$ cat src/rtl/display_scan_ctrl.sv
// Five-digit 7-segment scan controller with leading-zero blanking.
// New values are double-buffered and committed only at a frame boundary.
module display_scan_ctrl #(
    parameter int PRESCALE = 50000
) (
    input  logic        clock,
    input  logic        reset,
    input  logic [19:0] value,
    input  logic        load,
    output logic [4:0]  an,
    output logic [6:0]  seg,
    output logic        pending,
    output logic        frame_done
);

    localparam int PC_W = (PRESCALE > 2) ? $clog2(PRESCALE) : 1;

    logic [PC_W-1:0] pc;
    logic [2:0]      idx;
    logic [19:0]     buffer;
    logic [19:0]     active;

    logic            tick;
    logic            boundary;
    logic [3:0]      nibble;
    logic            blank;
    logic [6:0]      seg_next;
    logic [4:0]      an_next;

    // NOTE: every signal gets a default before the case statements so no path
    // leaves it unassigned, which would otherwise infer a latch.
    always_comb begin
        tick     = (pc == PC_W'(PRESCALE - 1));
        boundary = tick && (idx == 3'd4);
        nibble   = 4'h0;
        blank    = 1'b0;
        seg_next = 7'h7F;
        an_next  = ~(5'b00001 << idx);

        // A digit is blanked only when it and all higher digits are zero.
        case (idx)
            3'd0: nibble = active[3:0];
            3'd1: begin nibble = active[7:4];   blank = (active[19:4]  == 16'h0); end
            3'd2: begin nibble = active[11:8];  blank = (active[19:8]  == 12'h0); end
            3'd3: begin nibble = active[15:12]; blank = (active[19:12] == 8'h0);  end
            3'd4: begin nibble = active[19:16]; blank = (active[19:16] == 4'h0);  end
            default: begin nibble = 4'h0; blank = 1'b1; end
        endcase

        case (nibble)
            4'h0: seg_next = 7'h40;
            4'h1: seg_next = 7'h79;
            4'h2: seg_next = 7'h24;
            4'h3: seg_next = 7'h30;
            4'h4: seg_next = 7'h19;
            4'h5: seg_next = 7'h12;
            4'h6: seg_next = 7'h02;
            4'h7: seg_next = 7'h78;
            4'h8: seg_next = 7'h00;
            4'h9: seg_next = 7'h10;
            4'hF: seg_next = 7'h3F;
            default: seg_next = 7'h7F;
        endcase

        if (blank) begin
            seg_next = 7'h7F;
        end
    end

    // NOTE: sequential state uses non-blocking assignments so all registers
    // sample the pre-edge values of one another, as the hardware does.
    always_ff @(posedge clock) begin
        if (reset) begin
            pc         <= '0;
            idx        <= 3'd0;
            buffer     <= 20'h0;
            active     <= 20'h0;
            pending    <= 1'b0;
            frame_done <= 1'b0;
            an         <= 5'b11111;
            seg        <= 7'h7F;
        end else begin
            pc         <= tick ? '0 : pc + 1'b1;
            if (tick) begin
                idx <= (idx == 3'd4) ? 3'd0 : idx + 3'd1;
            end
            frame_done <= boundary;
            an         <= an_next;
            seg        <= seg_next;

            // A load landing on the boundary bypasses the buffer entirely.
            if (boundary) begin
                pending <= 1'b0;
                if (load) begin
                    active <= value;
                end else if (pending) begin
                    active <= buffer;
                end
            end else if (load) begin
                buffer  <= value;
                pending <= 1'b1;
            end
        end
    end

endmodule

$ cat config.mk
export PLATFORM = sky130hd
export DESIGN_NAME = display_scan_ctrl
export DESIGN_NICKNAME = d
export VERILOG_FILES = /design/src/rtl/display_scan_ctrl.sv
export SDC_FILE = /design/constraint.sdc
export NUM_CORES = 1
export LEC_CHECK = 0
export BUFFER_PORTS_ARGS = -buffer_cell sky130_fd_sc_hd__buf_2
export CAP_MARGIN = 20
export CORE_ASPECT_RATIO = 0.6
export CORE_MARGIN = 5
export CORE_UTILIZATION = 52
export DETAILED_ROUTE_END_ITERATION = 8
export PLACE_DENSITY_LB_ADDON = 0.3
export SLEW_MARGIN = 20
export SYNTH_ARGS = -nofsm -noshare
export SYNTH_HDL_FRONTEND = slang
export SYNTH_SLANG_ARGS = --single-unit
$ cat constraint.sdc
create_clock -name clock -period 2.5 [get_ports clock]
set_clock_uncertainty 0.2 [all_clocks]
set_input_delay 0.25 -clock clock [delete_from_list [all_inputs] [get_ports clock]]
set_output_delay 0.25 -clock clock [all_outputs]
set_load 0.05 [all_outputs]
After elaboration in Yosys (flattened, before gate mapping)
Memory sizes are Yosys's and may differ from the RTL's. A register that Yosys moved wholly into a read port is not among the register bits.
Cells that the tools add are included.

storage, ports and cells
  register bits after elaboration = 66
  bits in read-only memories = 112
  input port bits = 23
  output and inout port bits = 14
  memories kept = 1

operators by class
  $add $sub $neg = 2
  equality and inequality tests = 5
  shift operators = 1
  multiplexer cells = 5
  bitwise gates (word level) = 2
  reductions and logical operators = 12

memory list
  name             words  width  rd ports  clocked after memory_dff  wr ports  line  source
  (no name shown)  16     7      1         1                         0         50    case (nibble)

operators with widths
  operator                                          count
  2-to-1 mux 20 bit                                 2
  one-hot mux 4 bit (5 select lines)                1
  adder 16 x 1 -> 16 bit (second input constant)    1
  == test 16 bit (second input constant)            1
  zero test 16 bit                                  1
  zero test 12 bit                                  1
  zero test 8 bit                                   1
  == test 3 x 2 -> 1 bit (second input constant)    2
  OR reduction 2 bit                                3
  inverter 5 bit                                    1
  one-hot mux 1 bit (5 select lines)                1
  left shift 1 x 3 -> 5 bit (first input constant)  1
  zero test 4 bit                                   1
  AND reduction 2 bit                               2
  adder 3 x 1 -> 3 bit (second input constant)      1
  == test 3 x 1 -> 1 bit (second input constant)    1
  == test 3 bit (second input constant)             1
  zero test 3 bit                                   1
  2-to-1 mux 3 bit                                  1
  nonzero test 2 bit                                1
  logical AND 1 bit                                 1
  inverter 1 bit                                    1

Longest topological paths before layout
Gate-level depths: netlist (run 1).

  word-level depth = 4
  gate-level depth with buffers = 11
  depth with buffers taken out = 10

Worst setup path before layout (run 1)
OpenSTA, ideal clock, no wires.

  kind = register -> register
  start point = register idx[0]
  end point = register seg[4]
  library setup time = 0.069 ns
  data arrival time = 2.047 ns
  data required time = 2.231 ns
  setup slack = 0.184 ns
  cell stages (with the launch flop) = 11
  path buffers = 1
  clock period less this slack = 2.316 ns
  cells stage by stage = dfxtp_1 inv_1 ha_1 buf_2 a222oi_1 mux2_2 a21oi_1 inv_1 ha_1 o221a_2 o21ai_1

between the ends
  cells in the longest elaborated chain, start to end = 3

ends and longest elaborated chain
  element                                line  source
  start, declared                        19    logic [2:0] idx;
  start signal, assigned                 85    idx <= (idx == 3'd4) ? 3'd0 : idx + 3'd1;
  == test 3 bit (tied with other cells)  41    case (idx)
  one-hot mux 1 bit (5 select lines)     41
  OR reduction 2 bit (no source line)    -
  end, declared                          11    output logic [6:0] seg,

Parallel ways exist; a longest one is shown, timed or not.
A chain may end at the register's enable or synchronous reset.

Final worst setup path (run 1)
  start point = register idx[0]
  end point = register seg[6]

Same word-level chain as after synthesis.

==> flow_summary.ini, run 1 <==
[outcome]
status = completed

[clock_network]
cts.sinks = 73
clkLatencyLatePin_ps = 360
htreeDepth = 3
cts-root-buf = clkbuf_8
cts.path.max_buffers = 2
numCtsBuffers = 9
clkSlewWorstSetupHoldPaths_ps = 70
cts_tree = built

[floorplan]
die_w_um = 114
dieArea_um2 = 8270
rows = 22
floorplan.core_area_um2 = 6220
start_util = 0.544
ios = 37
die-height_um = 72.5

[logic_synthesis]
syn_area_per_cell_um2 = 9.14
synth-seq-cells = 73
async_flop_share = 0
syn_inst = 370
ys.warnings.count = 0
synth_edf_count = 0
syn_area_um2 = 3380
yosysSeqAreaShare = 0.432
syn_nets = 406
yosys.cell_types.count = 43
synth-main-ff-cell = dfxtp_1

[timing]
hold_viol = 0
fin_crit_ps = 2370
fin_hold_ws_ps = 227
slew_headroom = 0.618
final-setup-viol-count = 0
slew_viol_final = 0
fin_crit_sh = 0.947
max_freq_mhz = 423
worstMarginPinSlew_ps = 573

[place]
dp_hpwl_um = 5010
gp_congestion = 0.927
port_buffers = 36

[final_layout]
final_cell_mix = dfxtp_1, nand2_1, nor2_1, buf_2, a21oi_1
fin_nets = 468
seq_area_um2 = 1460
antenna_cells = 0
drive_gt1_frac = 0.223
final_util = 0.657
nFillCells = 545
area_delta_synth_final_pct = 20.8
layout_commonest_cell = dfxtp_1
multiInputGateArea_um2 = 1810

[global_routing]
grt_max_degree = 44
grt.total_usage = 0.191
grt.overflow.total = 0
antenna_found_initial = 0
grt_pass1_wl_um = 12300
grt_pass1_vias = 2492

[detailed_routing]
ant_nets = 0
first_pass_iters = 7
via_per_inst = 5.39
drtIter0Drc = 145
post-route-drc-count = 0
wl_um = 7410
via_count = 2799
wl_per_cell_um = 14.3

[critical_path]
end_kind = flop
cp.required_ps = 2550
cp-start-kind = flop
crit_fanout = 7
timing_worst_setup_path_type = flop to flop
worstPathArrival_ps = 2420

[power_and_ir_drop]
power_density_nw_per_um2 = 540
vdd_drop_max_mv = 0.414
power_leakage_uw = 0.00162

[worst_hold_path]
hold_path.class = input port to flop

[flow_run]
max_cap_viol_count = 0
repair_timing:
action / in CTS / in global routing
endpoints found under the setup margin: 0 / 25
hold endpoints to repair: 21 / 0
setup buffers: 0 / 3
gates resized for setup: 0 / 7
hold buffers: 21 / 0
cell type report:
class / count / area share
clock buffer: 14 / 0.0398
inverter: 7 / 0.00643
multi-input combinational: 269 / 0.444
sequential: 73 / 0.358
tap: 84 / 0.0257
timing repair buffer: 72 / 0.126
path summary, 6_finish.rpt:
check | cells after the start | end | slack, ps | from
setup reg to reg | 11 | seg[6]$_SDFF_PP1_ | 130 | idx[0]$_SDFFE_PP0N_
setup / recovery | 11 | seg[6]$_SDFF_PP1_ | 130 | idx[0]$_SDFFE_PP0N_
hold / removal | 3 | active[4]$_SDFFE_PP0P_ | 230 | load
hold reg to reg | 2 | buffer[9]$_SDFFE_PP0P_ | 250 | buffer[9]$_SDFFE_PP0P_
synth_stat cells (all sizes together), types with 4 or more instances:
cell type,number,area (um2)
dfxtp,73,1460
nand2,59,221
nor2,46,173
a21oi,27,135
mux2i,22,220
a211oi,21,258
buf,14,81.3
ha,13,163
nand3,12,60.1
o21ai,8,43.8
clkbuf,7,26.3
inv,7,26.3
xnor2,7,61.3
xor2,7,61.3
nor3,5,30.0
nor4,5,37.5
o211ai,5,37.5
a222oi,4,40.0
routing by layer:
layer	part of all wire	track usage	wire length [um]
met3	0.066	0.0658	488
met4	0.0081	0.0514	60
met5	0	0	0
met1	0.51	0.280	3750
met2	0.42	0.265	3120
where the power goes:
| group | internal [uW] | total [uW] | switching [uW] |
|---|---|---|---|
| clock network | 405 | 808 | 403 |
| logic | 78.9 | 193 | 114 |
| registers | 1190 | 1210 | 14.1 |
| total | 1680 | 2210 | 530 |
critical path, stage by stage, from the launching register on:
cell	delay [ps]
dfxtp_1	380
inv_1	100
ha_1	280
buf_4	190
nor2_1	180
o21a_2	220
a21oi_2	60
buf_4	150
ha_1	210
o21ai_0	90
o211a_1	170
o21ai_1	60
flip-flops by register name (all words and copies together), names as in the netlist:
| signal | count |
|---|---|
| active | 20 |
| pending | 1 |
| an | 5 |
| buffer | 20 |
| pc | 16 |
| seg | 7 |
| idx | 3 |
| frame_done | 1 |
logic make-up (layout without fill, tap and decap cells):
kind of cell               count (synthesis)  after routing  share of synthesized area
and+or+nand+nor                          145            145                      0.201
AOI/OAI and AO/OA                         74             74                      0.175
DFF                                       73             73                      0.432
buffers and inverters                     28             93                     0.0396
muxes                                     23             23                     0.0684
xor gates and xnor gates                  14             14                     0.0363
adders and majority gates                 13             13                     0.0481
per-stage QoR:
step                      worst slack, ps  instance area, um2  total power (uW)  std cells  setup TNS [ps]
after detailed placement             53.6                3670              1400        481               0
after global routing                -3.60                4090              2310        519           -3.60
after floorplan                       184                3380              1350        370               0
after global placement                197                3670              1390        481               0
after CTS                            33.9                4040              2230        516               0
final                                 134                4090              2210        519               0
Power figures use the tool's default switching activity.
==> run 2, diff against run 1 <==
ABC_CLOCK_PERIOD_IN_PS = 2500   (was default)
PLACE_DENSITY = 0.81   (was default)
PLACE_DENSITY_LB_ADDON = default   (was 0.3)
==> flow_summary.ini, run 2 (synthesized netlist as in run 1, its figures left out) <==
[outcome]
status = completed

[timing]
hold_viol = 0
slew_headroom = 0.623
fin_crit_ps = 2330
final-setup-viol-count = 0
max_freq_mhz = 428
fin_crit_sh = 0.934
slew_viol_final = 0
fin_hold_ws_ps = 254
worstMarginPinSlew_ps = 560

[power_and_ir_drop]
power_density_nw_per_um2 = 571
swShare = 0.227
power_leakage_uw = 0.00162
vdd_drop_max_mv = 0.483
p_seq_frac = 0.514
pwr-share-comb = 0.081
p_clk_frac = 0.405
p_switching_uw = 531
p_int_uw = 1810

[clock_network]
cts.sinks = 73
cts-root-buf = clkbuf_8
post-cts-setup-buffer-count = 0
clkLatencyLatePin_ps = 350
clkSlewWorstSetupHoldPaths_ps = 70
numCtsBuffers = 9
cts.path.max_buffers = 2
cts_tree = built
htreeDepth = 3

[floorplan]
floorplan.core_area_um2 = 6220
dieArea_um2 = 8270
rows = 22
start_util = 0.544
die-height_um = 72.5
die_w_um = 114
ios = 37

[critical_path]
timing_worst_setup_path_type = flop to flop
path_delay_family = adder cells
end_kind = flop
cpPeakStageDelay_ps = 350
crit_fanout = 6
cpMaxStageDelayCell = dfxtp_1
critPathBufInv = 1
cpMostUsedCell = ha_1
cp-start-kind = flop
cp.required_ps = 2530
worstPathArrival_ps = 2370
worstPathCellList = ha_1 > ha_1 > a222oi_1 > nand2_1 > nand3_2 > inv_1 > ha_1 > o21ai_0 > o211a_1 > o21ai_1

[worst_hold_path]
hold_path.class = flop to flop

[place]
dp_hpwl_um = 4970
port_buffers = 36
gp_congestion = 0.900
placed_cell_area_um2 = 3660

[global_routing]
grt_pass1_wl_um = 12400
grt_max_degree = 46
antenna_found_initial = 0
grt.overflow.total = 0
grt_pass1_vias = 2553
grt.total_usage = 0.192

[detailed_routing]
ant_nets = 0
drtIter0Drc = 244
wl_per_cell_um = 14.3
post-route-drc-count = 0
first_pass_iters = 7
wl_um = 7400
via_per_inst = 5.43
via_count = 2808

[final_layout]
fin_area_um2 = 4110
fin_nets = 464
top_regs = active x20, buffer x20, pc x16
antenna_cells = 0
drive_gt1_frac = 0.226
final_cell_mix = dfxtp_1, nand2_1, nor2_1, buf_2, a21oi_1
layout_commonest_cell = dfxtp_1
area_delta_synth_final_pct = 21.4

[flow_run]
max_cap_viol_count = 0
[run 2: final timing paths]
path,start,to,slack [ps],cells past startpoint
max,idx[0]$_SDFFE_PP0N_,seg[6]$_SDFF_PP1_,170,10
min,buffer[9]$_SDFFE_PP0P_,buffer[9]$_SDFFE_PP0P_,250,2
max reg2reg,idx[0]$_SDFFE_PP0N_,seg[6]$_SDFF_PP1_,170,10
min reg2reg,buffer[9]$_SDFFE_PP0P_,buffer[9]$_SDFFE_PP0P_,250,2
[run 2: power by group through the flow]
stage | clock (uW) | sequential (uW) | combinational, uW
floorplan | 0 | 1260 | 91.0
global placement | 0 | 1230 | 163
detailed placement | 0 | 1230 | 165
CTS | 982 | 1200 | 191
global route | 1030 | 1210 | 209
finish | 948 | 1200 | 190
[run 2: area by class of cell]
| class | count | area (um2) |
|---|---|---|
| multi-input combinational | 269 | 1820 |
| fill | 519 | 2120 |
| inverter | 7 | 26.3 |
| clock buffer | 14 | 173 |
| sequential | 73 | 1460 |
| tap | 84 | 105 |
| timing repair buffer | 68 | 485 |
| clock inverter | 2 | 35.0 |
[run 2: metrics by stage]
stage | std cells | setup WS (ps) | setup TNS [ps] | total power (uW) | utilization
after CTS | 517 | 83.1 | 0 | 2380 | 0.656
final | 517 | 166 | 0 | 2340 | 0.660
after detailed placement | 480 | 18.7 | 0 | 1400 | 0.588
after floorplan | 370 | 184 | 0 | 1350 | -
after global placement | 480 | 148 | 0 | 1390 | 0.588
after global routing | 517 | -3.42 | -3.42 | 2450 | 0.660
[run 2: routing by layer]
layer  share of wire  wire length, um  track usage
met1            0.49             3600        0.273
met2            0.43             3180        0.269
met3           0.073              540       0.0642
met4           0.012               86       0.0698
met5               0                0            0
[run 2: repair_timing]
item                                   in CTS  in global routing
pin swaps                                   0                  1
setup endpoints to repair                   2                 25
resized for setup                           1                  8
endpoints found under the hold margin      22                  0
hold buffers                               21                  0
[run 2: worst min-delay path, cell delays in order (launching register included)]
cell     delay [ps]
dfxtp_1         310
nand2_1          50
a21oi_1          50
==> run 3, diff against run 2 <==
BUFFER_PORTS_ARGS = default   (was -buffer_cell sky130_fd_sc_hd__buf_2)
CORE_UTILIZATION = 25   (was 52)
DONT_BUFFER_PORTS = 1   (was default)
PLACE_DENSITY = 0.47   (was 0.81)
==> flow_summary.ini, run 3 (synthesized netlist as in run 1, its figures left out) <==
[global_routing]
antenna_found_initial = 0
grt.overflow.total = 0
grt_use_met1 = 0.173
met2_usage = 0.135
grt.busiest_layer = met1
met3_usage = 0.0369
grt_max_degree = 50
grt_pass1_wl_um = 13700
grt.total_usage = 0.108
grt_pass1_vias = 2456

[final_layout]
top_regs = active x20, buffer x20, pc x16
antenna_cells = 0
layout_commonest_cell = dfxtp_1
final_util = 0.324
fin_nets = 431
final_cell_mix = dfxtp_1, nand2_1, nor2_1, a21oi_1, mux2i_1
fin_area_um2 = 4230
drive_gt1_frac = 0.170
area_delta_synth_final_pct = 25.1

[timing]
fin_crit_ps = 2370
fin_crit_sh = 0.947
max_freq_mhz = 422
slew_viol_final = 0
fin_setup_tns_ps = 0
worstMarginPinSlew_ps = 591
rsz0062_at_grt = false
hold_viol = 0
final-setup-viol-count = 0
slew_headroom = 0.606

[power_and_ir_drop]
vdd_drop_max_mv = 0.358
power_density_nw_per_um2 = 683
power_uw = 2890
power_leakage_uw = 0.00157

[clock_network]
cts.sinks = 73
cts-root-buf = clkbuf_16
cts_tree = built
clkLatencyLatePin_ps = 330
clkSlewWorstSetupHoldPaths_ps = 60
htreeDepth = 3
cts.path.max_buffers = 2
numCtsBuffers = 9

[critical_path]
crit_fanout = 5
worstPathArrival_ps = 2430
cp-start-kind = flop
timing_worst_setup_path_type = flop to flop
cp.required_ps = 2570
end_kind = flop

[detailed_routing]
drtIter0Drc = 156
via_per_inst = 4.55
post-route-drc-count = 0
wl_per_cell_um = 14.6
first_pass_iters = 4
wl_um = 8310
ant_nets = 0
via_count = 2591

[floorplan]
ios = 37
start_util = 0.259
floorplan.core_area_um2 = 13100
rows = 32
die_w_um = 160
dieArea_um2 = 16000
die-height_um = 100

[place]
gp_congestion = 0.788
dp_hpwl_um = 5750
port_buffers = 0
placed_cell_area_um2 = 3600

[worst_hold_path]
hold_path.class = input port to flop

[flow_run]
max_cap_viol_count = 0

[outcome]
status = completed
[run 3: cell count changes in the layout (fill, tap and decap cells not counted), moves of 2 or more]
cell        previous run  this run
o21ai_2                2         4
buf_2                 36         0
clkbuf_8              12         1
buf_4                 10        12
o21ai_1                4         2
clkinvlp_4             0         2
ha_1                  10        12
bufinv_16              1         3
clkbuf_16              0         9
clkbuf_1               2         0
ha_2                   3         1
[run 3: final timing paths]
check,from,end,slack [ps],depth (start not counted)
setup / recovery,idx[0]$_SDFFE_PP0N_,seg[4]$_SDFF_PP1_,130,9
hold / removal,value[1],active[1]$_SDFFE_PP0P_,10,2
setup reg to reg,idx[0]$_SDFFE_PP0N_,seg[4]$_SDFF_PP1_,130,9
hold reg to reg,buffer[2]$_SDFFE_PP0P_,buffer[2]$_SDFFE_PP0P_,250,2
[run 3: layout make-up]
cell class                 instances  area [um2]
tap                              170         213
timing repair buffer              35         348
inverter                           7        26.3
clock buffer                      10         239
multi-input combinational        269        1830
sequential                        73        1460
clock inverter                     6         114
fill                            1354        8820
[run 3: repair_timing]
item / 4_1_cts / 5_1_grt
resized for setup: 0 / 10
hold buffers: 22 / 0
setup buffers: 0 / 1
endpoints found under the setup margin: 0 / 19
endpoints found under the hold margin: 51 / 0
[run 3: worst max-delay path, cell delays in order (launching register included)]
cell and delay [ps]:
dfxtp_2 330, inv_1 100, ha_1 260, a222oi_1 120, mux2_2 340, a21oi_2 260, inv_1 120, ha_1 220
o221a_2 220, o21ai_1 120
[run 3: metal layers]
layer / part of all wire / wire (um)
met5: 0 / 0
met4: 0.0054 / 45
met3: 0.051 / 427
met2: 0.36 / 2980
met1: 0.58 / 4860
[run 3: where the power goes]
part	leakage, uW	internal (uW)	switching [uW]
Combinational	0.000812	66.6	73.7
Sequential	0.000597	1190	36.4
Clock	0.000165	1010	513
Total	0.00157	2260	623
[run 3: stage by stage]
stage                     hold WS (ps)  setup WS, ps  std cells
after floorplan                    186           184        370
after global placement             127          86.7        531
after detailed placement           128          28.8        531
after CTS                         9.49          13.0        569
after global routing              19.0          24.9        570
final                             13.0           133        570
